[config.mk]
export PLATFORM = sky130hd
export DESIGN_NAME = accumulator_core
export DESIGN_NICKNAME = d
export VERILOG_FILES = /design/src/rtl/accumulator_core.sv
export SDC_FILE = /design/constraint.sdc
export NUM_CORES = 1
export LEC_CHECK = 0
export CAP_MARGIN = 15
export CORE_MARGIN = 1
export CORE_UTILIZATION = 27
export DETAILED_ROUTE_END_ITERATION = 16
export GPL_TIMING_DRIVEN = 0
export PLACE_DENSITY = 0.59
export SYNTH_ARGS = -nofsm -noshare
export SYNTH_HDL_FRONTEND = slang
export SYNTH_SLANG_ARGS = --single-unit
[constraint.sdc]
create_clock -name iClk -period 7.2 [get_ports iClk]
set_clock_uncertainty 0.2 [all_clocks]
set_input_delay 2.16 -clock iClk [delete_from_list [all_inputs] [get_ports iClk]]
set_output_delay 2.16 -clock iClk [all_outputs]
set_load 0.01 [all_outputs]
[src/rtl/accumulator_core.sv]
// Running-sum register with synchronous clear, one carry bit above the operand width.
// Build option: define ACCUMULATOR_CORE_SATURATE_EN to clamp at all-ones instead of wrapping.
module accumulator_core #(
    parameter int BITWIDTH = 32
) (
    input  logic                iClk,
    input  logic                iRst,
    input  logic                iEn,
    input  logic                iClr,
    input  logic [BITWIDTH-1:0] iData,
    output logic [BITWIDTH:0]   oData
);

    logic [BITWIDTH:0] acc_q;
    logic [BITWIDTH:0] acc_d;

`ifdef ACCUMULATOR_CORE_SATURATE_EN
    // One extra bit catches the carry out of the accumulator MSB.
    logic [BITWIDTH+1:0] sum;

    always_comb begin
        sum = {1'b0, acc_q} + {2'b00, iData};
    end

    always_comb begin
        acc_d = acc_q;
        if (iClr) begin
            acc_d = '0;
        end else if (iEn) begin
            acc_d = sum[BITWIDTH+1] ? '1 : sum[BITWIDTH:0];
        end
    end
`else
    logic [BITWIDTH:0] sum;

    // Carry out of the MSB is dropped, giving modulo 2^(BITWIDTH+1) wrap.
    always_comb begin
        sum = acc_q + {1'b0, iData};
    end

    always_comb begin
        acc_d = acc_q;
        if (iClr) begin
            acc_d = '0;
        end else if (iEn) begin
            acc_d = sum;
        end
    end
`endif

    always_ff @(posedge iClk or posedge iRst) begin
        if (iRst) begin
            acc_q <= '0;
        end else begin
            acc_q <= acc_d;
        end
    end

    assign oData = acc_q;

endmodule

==> results.toml <==
[cells_and_area]
nFillCells = 1174
drive_gt1_share_pct = 8.98
layoutNonFillerInstCount = 563
nets = 493
diodes = 0
largest_reg_flops = 33
syn_to_final_growth_pct = 31.2

[clock_network]
cts_root_buf = "clkbuf_16"
cts_buffer_depth = 2
h-tree-depth = 2
cts_inserted_buffers = 5
clk_pin_slew_worst_paths_ns = 0.06
hold_buffers = 0
cts_tree = "built"
clk_latency_ns = 0.27
cts_resized = 0
cts_sinks = 33
cts_setup_buffers = 0

[worst_setup_path]
rr_startpoint = "oData[0]"
end_kind = "register"
path_class = "input port to register"
crit_path_max_fanout = 3
crit_arrival_ns = 5.00
required_ns = 7.14
startpoint = "iData[0]"
setup.worst_path.start_class = "input port"

[grt]
grt_usage_pct = 14.8
grt_pass1_vias = 2809
grt_pass1_wl_um = 13900
grt_overflow = 0
grt_max_degree = 34
grt_antenna_before_repair = 0

[sta]
finalSetupTns_ns = 0
drv_slew = 0
rsz0062_at_grt = "false"
fin_crit_sh_pct = 70.3
hold_violations = 0
min_period_ns = 5.06
setup_violations = 0
clock.fmax_ghz = 0.198
worst_slew_pin_slew_ns = 0.801
maxSlewHeadroom_pct = 46.6

[detailed_routing]
ant_nets = 0
wl_um = 8460
via_per_inst = 5.01
first_pass_iters = 4
vias = 2823
drc = 0
first_iter_violations = 80
wire_per_inst_um = 15.0

[floorplanning]
die_y_um = 110
core_um2 = 11100
dieArea_um2 = 12000
rows = 38
start_util_pct = 28.3
die_w_um = 110
io_pins = 69

[power_and_ir_drop]
vdd_drop_max_v = 0.0000904
p_sw_mw = 0.360
powerDensity_nw_per_um2 = 231
pwr-share-clk_pct = 21.5
combPwrFrac_pct = 52.7
intPower_mw = 0.588
p_leak_nw = 1.83
p_sw_share_pct = 38.0
pwr-share-seq_pct = 25.9

[worst_hold_path]
hold_class = "register to register"
min_from = "oData[23]"

[logic_synthesis]
syn_avg_cell_area_um2 = 8.95
synth-edff-count = 0
synth.top_cell.area_share_pct = 26.4
synth_cell_types = 61
synthCells = 350
ys_ff_latch = 33
synth_warnings = 0
yosysTopAreaCell = "dfrtp_1"
async_reset_ff_share_pct = 100
synth_common_cells = "nor2_1 (39), dfrtp_1 (33), ha_1 (32)"
synthesis.area_um2 = 3130
synth-main-ff-cell = "dfrtp_1"
synthesis.nets = 419
yosysSeqAreaShare_pct = 26.4
synthTopCellsByArea = "dfrtp_1 (26%), ha_1 (13%), mux2i_1 (6.4%), xnor2_1 (5.0%), a21oi_1 (5.0%)"
synth_most_common_cell = "nor2_1"

[run_status]
outcome = "finished, final reports clean"

[placed_design]
io_buffer_count = 67
dp_hpwl_um = 6540
dp.cells = 557
gp_congestion = 0.858

[job]
drv_cap = 0
==> layout make-up <==
| type | count | area, um2 | area share, % |
|---|---|---|---|
| Buffer | 13 | 121 | 2.95 |
| Clock buffer | 5 | 125 | 3.05 |
| Clock inverter | 1 | 5.00 | 0.122 |
| Inverter | 12 | 45.0 | 1.10 |
| Multi-Input combinational cell | 292 | 2140 | 52.1 |
| Sequential cell | 33 | 826 | 20.1 |
| Tap cell | 140 | 175 | 4.26 |
| Timing Repair Buffer | 67 | 671 | 16.3 |
==> logic make-up after synthesis <==
family | count (synthesis) | synth area share [%]
and+or+nand+nor | 112 | 17.7
AOI/OAI and AO/OA | 100 | 23.2
adders and majority gates | 33 | 13.4
DFF | 33 | 26.4
xor gates and xnor gates | 26 | 7.27
buffers and inverters | 25 | 5.31
muxes | 21 | 6.75
==> metrics by stage <==
step                      total power [mW]  hold slack (ns)  instance area [um2]  util (%)  setup WS [ns]
after floorplan                      0.591            0.366                 3130         -           2.70
after global placement               0.740            0.328                 3980      35.9           1.87
after CTS                            0.960            0.348                 4110      37.1           2.17
after global routing                  1.02            0.376                 4110      37.1           1.89
after detailed placement             0.747            0.336                 3980      35.9           1.90
final                                0.948            0.345                 4110      37.1           2.14
==> worst paths after layout <==
check	to	slack, ns	cells after the start
setup / recovery	oData[32]	2.14	14
hold / removal	oData[23]	0.34	2
setup reg to reg	oData[32]	4.11	13
hold reg to reg	oData[23]	0.34	2
max in group asynchronous	oData[20]	4.16	2
min in group asynchronous	oData[4]	2.15	2
==> power groups by stage <==
stage | Sequential, mW | Clock [mW] | Combinational [mW]
floorplan | 0.257 | 0 | 0.334
global placement | 0.249 | 0 | 0.491
detailed placement | 0.249 | 0 | 0.497
CTS | 0.246 | 0.213 | 0.501
global route | 0.250 | 0.217 | 0.554
finish | 0.245 | 0.203 | 0.499
==> cell usage in the layout, fill, tap and decap left out, types with 4 or more instances in the layout <==
| master | count |
|---|---|
| nor2_1 | 39 |
| mux2i_1 | 20 |
| a211oi_1 | 4 |
| xnor2_1 | 18 |
| a22o_1 | 4 |
| ha_1 | 32 |
| nor3_1 | 4 |
| nand2_1 | 24 |
| nor2b_1 | 6 |
| o21ai_2 | 6 |
| clkdlybuf4s50_1 | 67 |
| xor2_1 | 8 |
| clkbuf_1 | 6 |
| clkbuf_16 | 5 |
| a21oi_1 | 31 |
| nand4_1 | 6 |
| dfrtp_1 | 33 |
| a21o_1 | 7 |
| inv_1 | 11 |
| nand3_1 | 8 |
| o21ai_0 | 12 |
| nand2b_1 | 8 |
==> layer usage <==
metal	part of all wire (%)	GRT usage, %	vias up
met5	0	0	-
met4	0.86	3.24	0
met3	3.3	2.02	6
met2	48	25.2	64
met1	48	19.7	1333
li1	-	-	1420
==> worst max-delay path: stages <==
cell and delay, ns:
clkdlybuf4s50_1 0.46, ha_1 0.17, inv_1 0.06, fa_1 0.38
nand2b_1 0.17, a21oi_1 0.22, o21ai_2 0.13, a21o_1 0.20
nor3_1 0.25, a211oi_2 0.11, o21ai_1 0.34, a22oi_1 0.14
xor2_1 0.16, nor2_1 0.05
Note: power is estimated with default switching activity, not from simulation.
